--- config.mk ---
export PLATFORM = sky130hd
export DESIGN_NAME = ni_packetizer
export DESIGN_NICKNAME = d
export VERILOG_FILES = /design/src/rtl/ni_packetizer.sv
export SDC_FILE = /design/constraint.sdc
export NUM_CORES = 1
export LEC_CHECK = 0
export CAP_MARGIN = 25
export CORE_MARGIN = 3
export CORE_UTILIZATION = 32
export CTS_BUF_LIST = sky130_fd_sc_hd__clkbuf_8
export CTS_CLUSTER_DIAMETER = 200
export DETAILED_ROUTE_END_ITERATION = 8
export PLACE_DENSITY = 0.68
export SYNTH_ARGS = -nofsm -noshare
export SYNTH_HDL_FRONTEND = slang
export SYNTH_SLANG_ARGS = --single-unit
--- constraint.sdc ---
create_clock -name clk -period 5.7 [get_ports clk]
set_input_delay 1.14 -clock clk [delete_from_list [all_inputs] [get_ports clk]]
set_output_delay 1.14 -clock clk [all_outputs]
set_load 0.03 [all_outputs]
--- src/rtl/ni_packetizer.sv ---
`default_nettype none
// ============================================================================
// Module   : ni_packetizer
// Purpose  : Network-interface packetizer. Accepts a packet request
//            (destination + body length), emits one header flit followed by
//            1..16 body flits (PAYLOAD..., TAIL) into a downstream FIFO, and
//            counts completed packets.
// Ports    : clk, rst          - clock, synchronous active-high reset
//            cur_addr_rst      - local node address, captured while rst=1
//            req_valid/ready   - request handshake; req_dst, req_len
//                                (req_len = body flits - 1)
//            data_valid/ready  - body word handshake; data_in (29 bit)
//            out_full          - downstream FIFO full
//            out_wr, flit_out  - flit write strobe and {flit_id, body}
//            busy              - not idle
//            pkt_cnt           - completed packet count (wraps)
// Revision : 1.0 - initial release
// ============================================================================
module ni_packetizer (
  input  logic        clk,
  input  logic        rst,
  input  logic [3:0]  cur_addr_rst,
  input  logic        req_valid,
  output logic        req_ready,
  input  logic [3:0]  req_dst,
  input  logic [3:0]  req_len,
  input  logic        data_valid,
  output logic        data_ready,
  input  logic [28:0] data_in,
  input  logic        out_full,
  output logic        out_wr,
  output logic [31:0] flit_out,
  output logic        busy,
  output logic [7:0]  pkt_cnt
);

  // Flit type codes (one-hot)
  localparam logic [2:0] c_flit_header  = 3'b001;
  localparam logic [2:0] c_flit_payload = 3'b010;
  localparam logic [2:0] c_flit_tail    = 3'b100;

  typedef enum logic [1:0] {
    ST_IDLE = 2'd0,
    ST_HDR  = 2'd1,
    ST_BODY = 2'd2
  } state_t;

  state_t      r_state;
  logic [3:0]  r_cur_addr;
  logic [3:0]  r_dst;
  logic [3:0]  r_len;
  logic [3:0]  r_cnt;
  logic [7:0]  r_pkt_cnt;

  logic        w_in_hdr;
  logic        w_in_body;
  logic        w_hdr_wr;
  logic        w_body_wr;
  logic        w_is_tail;

  // Every handshake/write output is qualified with ~rst so that the block is
  // silent for the whole reset window, including the cycle before the first
  // reset edge has cleared the state register.
  assign w_in_hdr  = (r_state == ST_HDR)  && !rst;
  assign w_in_body = (r_state == ST_BODY) && !rst;
  assign w_hdr_wr  = w_in_hdr && !out_full;
  assign w_body_wr = w_in_body && data_valid && !out_full;
  assign w_is_tail = (r_cnt == r_len);

  assign req_ready  = (r_state == ST_IDLE) && !rst;
  assign data_ready = w_in_body && !out_full;
  assign out_wr     = w_hdr_wr || w_body_wr;
  assign busy       = (r_state != ST_IDLE) && !rst;
  assign pkt_cnt    = r_pkt_cnt;

  // Body flits pass data_in straight through so a word is written on the same
  // edge it is consumed.
  always_comb begin
    flit_out = 32'h0;
    if (w_hdr_wr) begin
      flit_out = {c_flit_header, 9'h0, r_pkt_cnt, r_len, r_cur_addr, r_dst};
    end else if (w_body_wr) begin
      flit_out = {(w_is_tail ? c_flit_tail : c_flit_payload), data_in};
    end
  end

  always_ff @(posedge clk) begin
    if (rst) begin
      r_cur_addr <= cur_addr_rst;
      r_state    <= ST_IDLE;
      r_cnt      <= 4'd0;
      r_pkt_cnt  <= 8'd0;
      r_dst      <= 4'd0;
      r_len      <= 4'd0;
    end else begin
      case (r_state)
        ST_IDLE: begin
          if (req_valid) begin
            r_dst   <= req_dst;
            r_len   <= req_len;
            r_cnt   <= 4'd0;
            r_state <= ST_HDR;
          end
        end
        ST_HDR: begin
          if (!out_full) begin
            r_state <= ST_BODY;
          end
        end
        ST_BODY: begin
          if (w_body_wr) begin
            r_cnt <= r_cnt + 4'd1;
            if (w_is_tail) begin
              r_state   <= ST_IDLE;
              r_pkt_cnt <= r_pkt_cnt + 8'd1;
            end
          end
        end
        default: r_state <= ST_IDLE;
      endcase
    end
  end

endmodule
`default_nettype wire

==> results of run 1 <==
==> area by class of cell <==
class	instances	area share
Clock inverter	1	0.00162
Sequential cell	26	0.242
Inverter	3	0.00486
Tap cell	50	0.0270
Timing Repair Buffer	93	0.375
Multi-Input combinational cell	117	0.332
Clock buffer	3	0.0178
==> worst min-delay path by stage <==
stage	from	endpoint	depth (start not counted)	slack [ns]
6_report	r_dst[2]$_SDFFE_PP0P_	r_dst[2]$_SDFFE_PP0P_	2	0.46
5_1_grt	r_dst[3]$_SDFFE_PP0P_	r_dst[3]$_SDFFE_PP0P_	2	0.48
4_1_cts	r_dst[1]$_SDFFE_PP0P_	r_dst[1]$_SDFFE_PP0P_	2	0.47
3_5_place_dp	r_dst[1]$_SDFFE_PP0P_	r_dst[1]$_SDFFE_PP0P_	2	0.45
3_3_place_gp	r_dst[1]$_SDFFE_PP0P_	r_dst[1]$_SDFFE_PP0P_	2	0.45
2_1_floorplan	r_dst[0]$_SDFFE_PP0P_	r_dst[0]$_SDFFE_PP0P_	2	0.44
==> metrics by stage <==
| step | hold slack (ns) | cell area [sq um] | instances | util |
|---|---|---|---|---|
| after detailed placement | 0.452 | 2270 | 289 | 0.552 |
| after floorplan | 0.437 | 1410 | 160 | - |
| after global placement | 0.447 | 2270 | 289 | 0.552 |
| after CTS | 0.465 | 2320 | 293 | 0.563 |
| final | 0.460 | 2320 | 293 | 0.563 |
| after global routing | 0.483 | 2320 | 293 | 0.563 |
==> cells in the final DEF, fill, tap and decap left out, drive strengths merged, types with 3 or more instances in the layout <==
cell,synthesis,final
xnor2,5,5
inv,3,3
a21oi,16,16
clkbuf,7,3
and3,12,12
and2,3,3
edfxtp,4,4
or4,5,5
o31ai,5,5
nand2,21,21
nor3,5,5
buf,7,25
nand3,6,6
dfxtp,22,22
nor2,3,3
a22o,20,20
clkdlybuf4s50,0,68
==> state kept, by name, indices dropped and copies added (netlist names) <==
signal	cells
r_dst	4
pkt_cnt	8
r_cur_addr	4
r_state	2
r_len	4
r_cnt	4
==> power breakdown <==
part           switching, mW  internal [mW]  total (mW)  leakage (nW)
sequential           0.00590          0.193       0.199         0.218
clock                 0.0588         0.0484       0.107        0.0231
combinational         0.0354         0.0422      0.0776         0.663
==> per-layer routing <==
layer,track usage,share of wire,vias to the layer above
met1,0.217,0.45,707
met4,0.0585,0.016,0
li1,-,-,759
met5,0,0,-
met2,0.251,0.46,54
met3,0.0305,0.073,5
==> kinds of logic after synthesis <==
family          Yosys count
fa+ha+maj                 2
compound gates           44
buf+inv                  17
xor+xnor                  7
simple gates             62
flops                    26
mux                       2
==> worst max-delay path: cells and delay by family <==
kind | cells | cell delay, ns
buffers and inverters | 2 | 1.22
and+or+nand+nor | 3 | 1.15
==> impl_metrics.env, run 1 <==
export IMPL_timing_max_transition_violations_final=0
export IMPL_htreeDepth=1
export IMPL_setup_worst_path_class="in -> out"
export IMPL_grt_max_degree=30
export IMPL_placement_row_count=23
export IMPL_synth_most_common_cell="sky130_fd_sc_hd__dfxtp_1"
export IMPL_synth_area_top_cells="sky130_fd_sc_hd__dfxtp_1 31%, sky130_fd_sc_hd__a22o_1 12%, sky130_fd_sc_hd__edfxtp_1 8.5%, sky130_fd_sc_hd__a21oi_1 5.7%, sky130_fd_sc_hd__and3_1 5.3%"
export IMPL_worst_slew_margin_rel=0.560
export IMPL_synthesis_yosys_warnings=0
export IMPL_timing_critical_path_arrival_ns=3.51
export IMPL_run_status="finished clean"
export IMPL_critical_path_endpoint="flit_out[31]"
export IMPL_final_seq_area_sq_um=561
export IMPL_worst_slack_at_placement_ns=1.03
export IMPL_mappedNetlistNets=208
export IMPL_syn_area_per_cell_sq_um=8.78
export IMPL_layout_drive_gt1_share=0.132
export IMPL_finalSetupTns_ns=0
export IMPL_route_detailed_wl_per_inst_microns=14.4
export IMPL_vias_per_cell=5.20
export IMPL_worst_path_max_delay_cell="sky130_fd_sc_hd__clkdlybuf4s50_1"
export IMPL_initial_utilization=0.341
export IMPL_synthAdderAreaFrac=0.0178
export IMPL_finalWorstSetupSlack_ns=1.05
export IMPL_core_region_area_sq_mm=0.00412
export IMPL_io_pins=90
export IMPL_cts_tree="built"
export IMPL_dp_hpwl_microns=3120
export IMPL_cts_hold_repair_buffers=0
export IMPL_net_count_final=292
export IMPL_muxShareOfSynthArea=0.0151
export IMPL_worst_path_most_repeated_cell="sky130_fd_sc_hd__clkdlybuf4s50_1"
export IMPL_hold_violations=0
export IMPL_fin_worst_skew_ns=0.00217
export IMPL_netlist_top_cells_count="22 x sky130_fd_sc_hd__dfxtp_1, 20 x sky130_fd_sc_hd__a22o_1, 20 x sky130_fd_sc_hd__nand2_1"
export IMPL_synth_compound_area_share=0.222
export IMPL_fillCellCount=435
export IMPL_multi_input_area_sq_um=771
export IMPL_setup_worst_path_end_class="output pin"
export IMPL_setup_viol=0
export IMPL_post_cts_repair_setup_buffers=0
export IMPL_slowest_delay_ns=0.72
export IMPL_groute_usage_overall=0.160
export IMPL_die_width_microns=72.3
export IMPL_cap_viol_max_count=0
export IMPL_largest_family_of_logic_cells_by_synthesized_area="simple AND/OR/NAND/NOR gates"
export IMPL_r2r_end="r_cnt[1]$_SDFFE_PP0P_"
export IMPL_final_min_period_over_clock_period=0.815
export IMPL_drcViolationCount=0
export IMPL_power_ir_vdd_worst_uv=85.3
export IMPL_clock_sink_count=26
export IMPL_synth_edf_count=4
export IMPL_power_density_cell_area_mw_per_mm2=166
export IMPL_antenna_violations_before_repair=0
export IMPL_die_area_sq_mm=0.00522
export IMPL_synth_largest_type_area_fraction=0.313
export IMPL_yosysSeqAreaShare=0.399
export IMPL_required_ns=4.56
export IMPL_vias_in_the_first_global_route=1365
export IMPL_io_buffers=89
export IMPL_worst_hold_path_type="reg -> reg"
export IMPL_yosys_cell_types_count=33
export IMPL_cellLeakagePower_nw=0.905
export IMPL_tritoncts_num_buffers=3
export IMPL_synth_cell_area_sq_mm=0.00141
export IMPL_power_mw=0.384
export IMPL_drt_first_pass_iters=4
export IMPL_postSynth_topFlopCell="sky130_fd_sc_hd__dfxtp_1"
export IMPL_synth_xor_area_frac=0.0436
export IMPL_cts_resized_gates=0
export IMPL_first_pass_grt_wire_length_microns=6730
export IMPL_reg2reg_setup_slack_ns=3.42
export IMPL_routed_via_count=1525
export IMPL_clock_fmax_mhz=215
export IMPL_area_growth_syn_to_layout_pct=65.0
export IMPL_drt_total_wl_microns=4220
export IMPL_place_gp_congestion=0.732
export IMPL_rsz0062_at_grt="false"
export IMPL_critical_path_peak_fanout=15
export IMPL_clock_insertion_delay_worst_skew_ns=0.28
export IMPL_worstMarginPinSlew_ns=0.657
export IMPL_setup_worst_path_start_class="primary input"
export IMPL_cts_max_path_buffers=2
export IMPL_worstSetupStartpoint="out_full"
export IMPL_crit_path_cell_trace="clkdlybuf4s50_1, nor4b_4, nand2_2, nor2_1, clkdlybuf4s50_1"
export IMPL_asyncSetResetFlopFracSynth=0
export IMPL_chip_height_microns=72.3
export IMPL_yosysTopAreaCell="sky130_fd_sc_hd__dfxtp_1"
export IMPL_simple_gate_portion_of_the_synthesized_area=0.246
export IMPL_synth_seq_cells=26
export IMPL_ctsRootBufferMaster="sky130_fd_sc_hd__clkbuf_8"
export IMPL_worst_setup_hold_path_clk_slew_ns=0.09
export IMPL_reg2regPathDepth=5
export IMPL_crit_reg2reg_launch="r_state[1]$_SDFFE_PP0P_"
export IMPL_antenna_cells_inserted=0
export IMPL_grt_overflow_total=0
export IMPL_final_antenna_net_count=0
export IMPL_period_minus_slack_ns=4.65
export IMPL_drt_iter0_drc=69
export IMPL_netlist_instances=160
(Power assumes the default switching activity.)
==> inputs of run 2 (changes only) <==
==> constraint.sdc (replaced) <==
create_clock -name clk -period 4.4 [get_ports clk]
set_input_delay 0.88 -clock clk [delete_from_list [all_inputs] [get_ports clk]]
set_output_delay 0.88 -clock clk [all_outputs]
set_load 0.03 [all_outputs]
==> run 2 against run 1 <==
Against the previous run:
- first-iteration DRC count fell by 5.8%
- sequential power rose by 30%
- utilization fell by 0.30 points
- cell count rose by 0.68%
- clock power rose by 27%
- flip-flop and latch count did not move
- critical path type unchanged
- largest power group unchanged
- non-clock buffer count rose by 2
- cell area fell by 0.54%
- combinational power rose by 30%
- via count fell by 2.2%
- largest cell class unchanged
==> impl_metrics.env, run 2 (synthesized netlist as in run 1, its figures left out) <==
export IMPL_cts_max_path_buffers=2
export IMPL_grt_overflow_total=0
export IMPL_post_cts_repair_setup_buffers=0
export IMPL_hold_violations=0
export IMPL_worst_setup_hold_path_clk_slew_ns=0.09
export IMPL_critical_path_peak_fanout=19
export IMPL_final_cell_mix="57 x sky130_fd_sc_hd__clkdlybuf4s50_1, 38 x sky130_fd_sc_hd__buf_4, 22 x sky130_fd_sc_hd__dfxtp_1"
export IMPL_net_count_final=294
export IMPL_core_region_area_sq_mm=0.00412
export IMPL_final_antenna_net_count=0
export IMPL_worst_path_max_delay_cell="sky130_fd_sc_hd__clkdlybuf4s50_1"
export IMPL_clock_fmax_mhz=281
export IMPL_die_width_microns=72.3
export IMPL_grt_max_degree=22
export IMPL_required_ns=3.52
export IMPL_antenna_cells_inserted=0
export IMPL_cellLeakagePower_nw=0.937
export IMPL_clkPwrFrac=0.275
export IMPL_power_density_cell_area_mw_per_mm2=215
export IMPL_initial_utilization=0.341
export IMPL_worst_slew_margin_rel=0.634
export IMPL_vias_in_the_first_global_route=1377
export IMPL_switching_power_mw=0.127
export IMPL_setup_viol=0
export IMPL_crit_reg2reg_launch="r_cnt[0]$_SDFFE_PP0P_"
export IMPL_worst_hold_startpoint="r_dst[1]$_SDFFE_PP0P_"
export IMPL_fin_worst_skew_ns=0.00131
export IMPL_setup_worst_path_end_class="output pin"
export IMPL_fillCellCount=401
export IMPL_dp_hpwl_microns=3150
export IMPL_htreeDepth=1
export IMPL_cts_resized_gates=0
export IMPL_io_pins=90
export IMPL_vias_per_cell=5.05
export IMPL_cap_viol_max_count=0
export IMPL_run_status="finished clean"
export IMPL_setup_worst_path_start_class="primary input"
export IMPL_cts_tree="built"
export IMPL_final_min_period_over_clock_period=0.808
export IMPL_mostFrequentLayoutCell="sky130_fd_sc_hd__clkdlybuf4s50_1"
export IMPL_groute_usage_overall=0.158
export IMPL_drcViolationCount=0
export IMPL_worstMarginPinSlew_ns=0.547
export IMPL_rsz0062_at_grt="false"
export IMPL_comb_power_share=0.204
export IMPL_largest_register_ffs=8
export IMPL_slowest_delay_ns=0.41
export IMPL_die_area_sq_mm=0.00522
export IMPL_share_seq_of_total_power=0.520
export IMPL_place_gp_congestion=0.710
export IMPL_antenna_violations_before_repair=0
export IMPL_switching_part_of_the_total_power=0.257
export IMPL_power_ir_vdd_worst_uv=133
export IMPL_period_minus_slack_ns=3.55
export IMPL_drt_first_pass_iters=4
export IMPL_first_pass_grt_wire_length_microns=6660
export IMPL_worst_hold_path_type="reg -> reg"
export IMPL_chip_height_microns=72.3
export IMPL_crit_path_cell_trace="clkdlybuf4s50_1, buf_4, nor4b_4, and2_0, buf_4, a22o_1, buf_4"
export IMPL_power_mw=0.495
export IMPL_timing_critical_path_arrival_ns=2.67
export IMPL_area_growth_syn_to_layout_pct=64.1
export IMPL_routed_via_count=1491
export IMPL_finalSetupTns_ns=0
export IMPL_worst_path_most_repeated_cell="sky130_fd_sc_hd__buf_4"
export IMPL_final_seq_area_sq_um=561
export IMPL_ctsRootBufferMaster="sky130_fd_sc_hd__clkbuf_8"
export IMPL_clock_sink_count=26
export IMPL_placement_row_count=23
export IMPL_setup_worst_path_class="in -> out"
export IMPL_clock_insertion_delay_worst_skew_ns=0.27
export IMPL_cts_hold_repair_buffers=0
export IMPL_layout_drive_gt1_share=0.184
export IMPL_intPower_mw=0.368
export IMPL_timing_max_transition_violations_final=0
export IMPL_drt_iter0_drc=65
export IMPL_worstSetupStartpoint="rst"
export IMPL_tritoncts_num_buffers=3
export IMPL_io_buffers=89
export IMPL_route_detailed_wl_per_inst_microns=14.4
export IMPL_drt_total_wl_microns=4240
export IMPL_multi_input_area_sq_um=771
==> run 2: layer usage <==
layer | vias to the layer above | part of all wire | GRT usage
li1 | 761 | - | -
met2 | 50 | 0.46 | 0.251
met3 | 6 | 0.074 | 0.0305
met5 | - | 0 | 0
met1 | 674 | 0.45 | 0.216
met4 | 0 | 0.015 | 0.0501
==> run 2: path summary, 6_finish.rpt <==
| check | slack [ns] | endpoint | cells past startpoint |
|---|---|---|---|
| hold reg to reg | 0.46 | r_dst[1]$_SDFFE_PP0P_ | 2 |
| hold / removal | 0.46 | r_dst[1]$_SDFFE_PP0P_ | 2 |
| setup / recovery | 0.85 | flit_out[16] | 7 |
| setup reg to reg | 2.51 | pkt_cnt[7]$_SDFFE_PP0P_ | 4 |
==> run 2: area by class of cell <==
cell class | instances | share of cell area
clock buffer | 3 | 0.0179
clock inverter | 1 | 0.00163
inverter | 3 | 0.00488
multi-input combinational | 117 | 0.334
sequential | 26 | 0.243
tap | 50 | 0.0271
timing repair buffer | 95 | 0.371
==> run 2: stage by stage <==
step                      area (sq um)  hold slack [ns]  instances  setup WS (ns)  utilization
after global routing              2310            0.491        295          0.714        0.560
after CTS                         2310            0.464        295          0.843        0.560
after global placement            2260            0.446        291          0.895        0.549
final                             2310            0.463        295          0.847        0.560
after detailed placement          2260            0.451        291          0.846        0.549
after floorplan                   1410            0.437        160           1.32            -
==> run 2: power by group through the flow <==
stage / clock network, mW / logic, mW / registers (mW)
detailed placement: 0 / 0.101 / 0.264
CTS: 0.140 / 0.102 / 0.258
global placement: 0 / 0.101 / 0.263
finish: 0.136 / 0.101 / 0.258
floorplan: 0 / 0.0434 / 0.262
global route: 0.151 / 0.109 / 0.260
==> run 2: worst max-delay path, delay by kind of cell <==
kind,cells,cell delay [ns]
buffers and inverters,4,1.06
AND/OR/NAND/NOR,2,0.55
AO/OA/AOI/OAI,1,0.17
==> inputs of run 3 (changes only) <==
==> constraint.sdc (replaced) <==
create_clock -name clk -period 3.7 [get_ports clk]
set_input_delay 0.74 -clock clk [delete_from_list [all_inputs] [get_ports clk]]
set_output_delay 0.74 -clock clk [all_outputs]
set_load 0.03 [all_outputs]
==> run 3 against run 2 <==
Against the previous run:
- global-route usage is 0.37 points lower
- register-to-register slack worse by 0.72 ns
- first-iteration DRC count is 37% higher
- clock power is 21% higher
- setup slack worse by 0.35 ns
- combinational power is 19% higher
- utilization is 0.12 points lower
- largest power group unchanged
- clock skew is 0.0011 ns higher
==> impl_metrics.env, run 3 (synthesized netlist as in run 1, its figures left out) <==
export IMPL_place_area_sq_mm=0.00226
export IMPL_groute_usage_overall=0.154
export IMPL_io_buffers=89
export IMPL_crit_buf_inv=3
export IMPL_largest_register_ffs=8
export IMPL_timing_max_transition_violations_final=0
export IMPL_setup_worst_path_start_class="primary input"
export IMPL_drt_first_pass_iters=4
export IMPL_vias_in_the_first_global_route=1386
export IMPL_fin_hold_ws_ns=0.463
export IMPL_finalSetupTns_ns=0
export IMPL_cts_hold_repair_buffers=0
export IMPL_worst_slew_margin_rel=0.630
export IMPL_tritoncts_num_buffers=3
export IMPL_run_status="finished clean"
export IMPL_grt_overflow_total=0
export IMPL_placed_cells_incl_taps=291
export IMPL_timing_critical_path_arrival_ns=2.46
export IMPL_cap_viol_max_count=0
export IMPL_setup_worst_path_end_class="output pin"
export IMPL_setup_viol=0
export IMPL_drcViolationCount=0
export IMPL_place_gp_congestion=0.704
export IMPL_route_detailed_wl_per_inst_microns=14.1
export IMPL_final_cell_mix="55 x sky130_fd_sc_hd__clkdlybuf4s50_1, 40 x sky130_fd_sc_hd__buf_4, 22 x sky130_fd_sc_hd__dfxtp_1"
export IMPL_routed_via_count=1481
export IMPL_slowest_delay_ns=0.58
export IMPL_ctsRootBufferMaster="sky130_fd_sc_hd__clkbuf_8"
export IMPL_finalWorstSetupSlack_ns=0.501
export IMPL_worst_slack_at_placement_ns=0.509
export IMPL_fin_worst_skew_ns=0.00245
export IMPL_grt_max_degree=24
export IMPL_mostFrequentLayoutCell="sky130_fd_sc_hd__clkdlybuf4s50_1"
export IMPL_period_minus_slack_ns=3.20
export IMPL_rsz0062_at_grt="false"
export IMPL_power_mw=0.592
export IMPL_initial_utilization=0.341
export IMPL_vias_per_cell=5.02
export IMPL_dp_hpwl_microns=3150
export IMPL_clock_fmax_mhz=313
export IMPL_die_area_sq_mm=0.00522
export IMPL_clock_sink_count=26
export IMPL_net_count_final=294
export IMPL_htreeDepth=1
export IMPL_worst_path_most_repeated_cell="sky130_fd_sc_hd__buf_4"
export IMPL_drt_iter0_drc=89
export IMPL_critical_path_peak_fanout=14
export IMPL_worst_path_max_delay_cell="sky130_fd_sc_hd__clkdlybuf4s50_1"
export IMPL_worstMarginPinSlew_ns=0.554
export IMPL_cts_resized_gates=0
export IMPL_cts_max_path_buffers=2
export IMPL_clock_insertion_delay_worst_skew_ns=0.27
export IMPL_final_util=0.559
export IMPL_hold_violations=0
export IMPL_power_density_cell_area_mw_per_mm2=257
export IMPL_final_design_area_no_fill_sq_mm=0.00230
export IMPL_final_min_period_over_clock_period=0.864
export IMPL_required_ns=2.96
export IMPL_final_antenna_net_count=0
export IMPL_cts_tree="built"
export IMPL_worst_hold_path_type="reg -> reg"
export IMPL_area_growth_syn_to_layout_pct=63.8
export IMPL_core_region_area_sq_mm=0.00412
export IMPL_first_pass_grt_wire_length_microns=6570
export IMPL_placement_row_count=23
export IMPL_io_pins=90
export IMPL_antenna_violations_before_repair=0
export IMPL_worst_setup_hold_path_clk_slew_ns=0.09
export IMPL_die_width_microns=72.3
export IMPL_crit_path_cell_trace="clkdlybuf4s50_1, nor4b_4, buf_4, nand2_2, nor2_1, buf_4"
export IMPL_layout_drive_gt1_share=0.192
export IMPL_drt_total_wl_microns=4170
export IMPL_chip_height_microns=72.3
export IMPL_worst_path_dominant_cell_family="buffers and inverters"
export IMPL_stdcell_count=295
export IMPL_cellLeakagePower_nw=0.941
export IMPL_antenna_cells_inserted=0
export IMPL_power_ir_vdd_worst_uv=174
export IMPL_setup_worst_path_class="in -> out"
export IMPL_post_cts_repair_setup_buffers=0
-- run 3: changes by cell type in the layout (fill, tap and decap cells not counted), sizes merged --
cell and change:
clkdlybuf4s50 -2, buf +2
-- run 3: tightest hold or removal path: cells and delay by family (launching register included) --
| kind | cells | cell delay, ns |
|---|---|---|
| AO/OA/AOI/OAI | 1 | 0.05 |
| AND/OR/NAND/NOR | 1 | 0.05 |
| flip-flops | 1 | 0.32 |
-- run 3: cell type report --
| cell class | instances | area, sq um |
|---|---|---|
| multi-input cells | 117 | 771 |
| clock buffers | 3 | 41.3 |
| fillers | 396 | 1810 |
| inverters | 3 | 11.3 |
| well taps | 50 | 62.6 |
| repair buffers | 95 | 851 |
| flip-flops and latches | 26 | 561 |
| clock inverters | 1 | 3.75 |
-- run 3: layer usage --
metal  track usage  part of all wire  up-vias
met5             0                 0        -
met2         0.252              0.46       55
met4        0.0438            0.0072        0
li1              -                 -      764
met3        0.0263             0.079        2
met1         0.209              0.46      660
-- run 3: worst paths after layout --
| path | from | to | slack, ns | cells past startpoint |
|---|---|---|---|---|
| worst max-delay path | rst | flit_out[31] | 0.50 | 6 |
| worst min-delay path | r_dst[3]$_SDFFE_PP0P_ | r_dst[3]$_SDFFE_PP0P_ | 0.46 | 2 |
| worst max register to register | r_cnt[0]$_SDFFE_PP0P_ | pkt_cnt[7]$_SDFFE_PP0P_ | 1.79 | 4 |
| worst min register to register | r_dst[3]$_SDFFE_PP0P_ | r_dst[3]$_SDFFE_PP0P_ | 0.46 | 2 |
-- run 3: where the power goes --
part	switching, mW	total, mW	internal, mW
Clock	0.0906	0.165	0.0744
Sequential	0.00876	0.307	0.298
Combinational	0.0552	0.120	0.0652
Total	0.155	0.592	0.438
==> RTL edit (flow settings as in run 3) <==
Register the output `pkt_cnt` once more; this adds one clock of latency there. The other outputs are not delayed to match.
--- a/src/rtl/ni_packetizer.sv
+++ b/src/rtl/ni_packetizer.sv
@@ -71,7 +71,9 @@
   assign data_ready = w_in_body && !out_full;
   assign out_wr     = w_hdr_wr || w_body_wr;
   assign busy       = (r_state != ST_IDLE) && !rst;
-  assign pkt_cnt    = r_pkt_cnt;
+  always_ff @(posedge clk) begin
+    pkt_cnt <= r_pkt_cnt;
+  end
 
   // Body flits pass data_in straight through so a word is written on the same
   // edge it is consumed.
Function: changed (Yosys sat finds a counterexample within 4 cycles, from zero or initial values and one cycle with rst high).
==> RTL edit against run 3 <==
Utilization increased by 0.16 points; routed wire length increased by 2.4%; sequential cell count increased by 8; area after synthesis increased by 12%; worst setup slack got worse by 19 ps; power increased by 31%; cell area increased by 10%; die area increased by 11%; clock power increased by 58%; synthesized cell count increased by 5.0%; non-clock buffer count unchanged; via count increased by 6.3%; largest cell class unchanged.
==> RTL edit: results (changes against run 3) <==
min_path_cells: 0  # was 2
cts_buffers: 5  # was 3
clkSlewWorstSetupHoldPaths_ps: 60  # was 90 ps
grt_max_degree: 21  # was 24
synth_nets: 216  # was 208
dr_total_vias: 1575  # was 1,481
critPathMaxFanout: 18  # was 14
drt_iter0_drc: 66  # was 89
synth_fa_ha_area_frac: 0.01596  # was 0.01781
maxSlewHeadroom: 0.6419  # was 0.6296
grt_pass1_vias: 1430  # was 1,386
hp-start: "r_pkt_cnt[7]"  # was r_dst[3]
cp-endpoint: "flit_out[6]"  # was flit_out[31]
gp_congestion: 0.7536  # was 0.7035
min_to: "pkt_cnt[7]"  # was r_dst[3]
synth_xor_area_frac: 0.03911  # was 0.04363
cp-startpoint: "out_full"  # was rst
outcome: "finished clean"  # unchanged
ir_drop_mv: 0.1584  # was 0.1741 mV
synthTopCellsByArea: "dfxtp_1 (38%), a22o_1 (11%), edfxtp_1 (7.7%)"  # was dfxtp_1 (31%), a22o_1 (12%), edfxtp_1 (8.5%)
p_seq_frac: 0.508  # was 0.518
cp_data_arrival_time_ps: 2480  # was 2460 ps
synth_cell_types: 32  # was 33
layout-drive-gt1-share: 0.1953  # was 0.1918
grt_use_met1: 0.1865  # was 0.2091
netlist_top_cells_count: "dfxtp_1 (30), a22o_1 (20), nand2_1 (19)"  # was dfxtp_1 (22), a22o_1 (20), nand2_1 (20)
synth_compound_area_frac: 0.2003  # was 0.2217
wl_met2_mm: 1.909  # was 1.901 mm
avgRoutedWirePerCell_um: 13.31  # was 14.14 µm
grt_usage: 0.1431  # was 0.1542
p_per_area_nw_per_um2: 304.7  # was 257.3 nW/µm²
synthMuxAreaShare: 0.01357  # was 0.01514
finalWorstSetupSlack_ps: 482.2  # was 501.4 ps
swShare: 0.2321  # was 0.2611
ys_seq_area_frac: 0.4597  # was 0.3989
r2r-start: "r_state[1]"  # was r_cnt[0]
route.met3.wl_um: 345  # was 331 µm
fillCellCount: 419  # was 396
-- RTL edit: cell types whose count changed after synthesis, sizes merged --
cell   before  now
and3       12   11
dfxtp      22   30
o21ai       2    1
nand2      21   20
and2        3    4
or4         5    6
nand3       6    4
o31ai       5    6
or3         2    1
nand4       1    4
-- RTL edit: per-stage QoR --
step,cells,hold slack (ps),instance area [µm²]
3_3_place_gp,314,373.3,2456
5_1_grt,321,402.4,2542
4_1_cts,321,388.8,2542
3_5_place_dp,314,380.5,2456
2_1_floorplan,168,359.3,1568
6_report,321,390.1,2542
-- RTL edit: area by class of cell --
class                           count  area (µm²)  share of cell area
Inverter                            3       11.26            0.004429
Clock buffer                        6       82.58             0.03248
Timing Repair Buffer               95       863.3              0.3396
Sequential cell                    34       720.7              0.2835
Tap cell                           65       81.33             0.03199
Clock inverter                      1       3.754            0.001476
Multi-Input combinational cell    117       779.5              0.3066
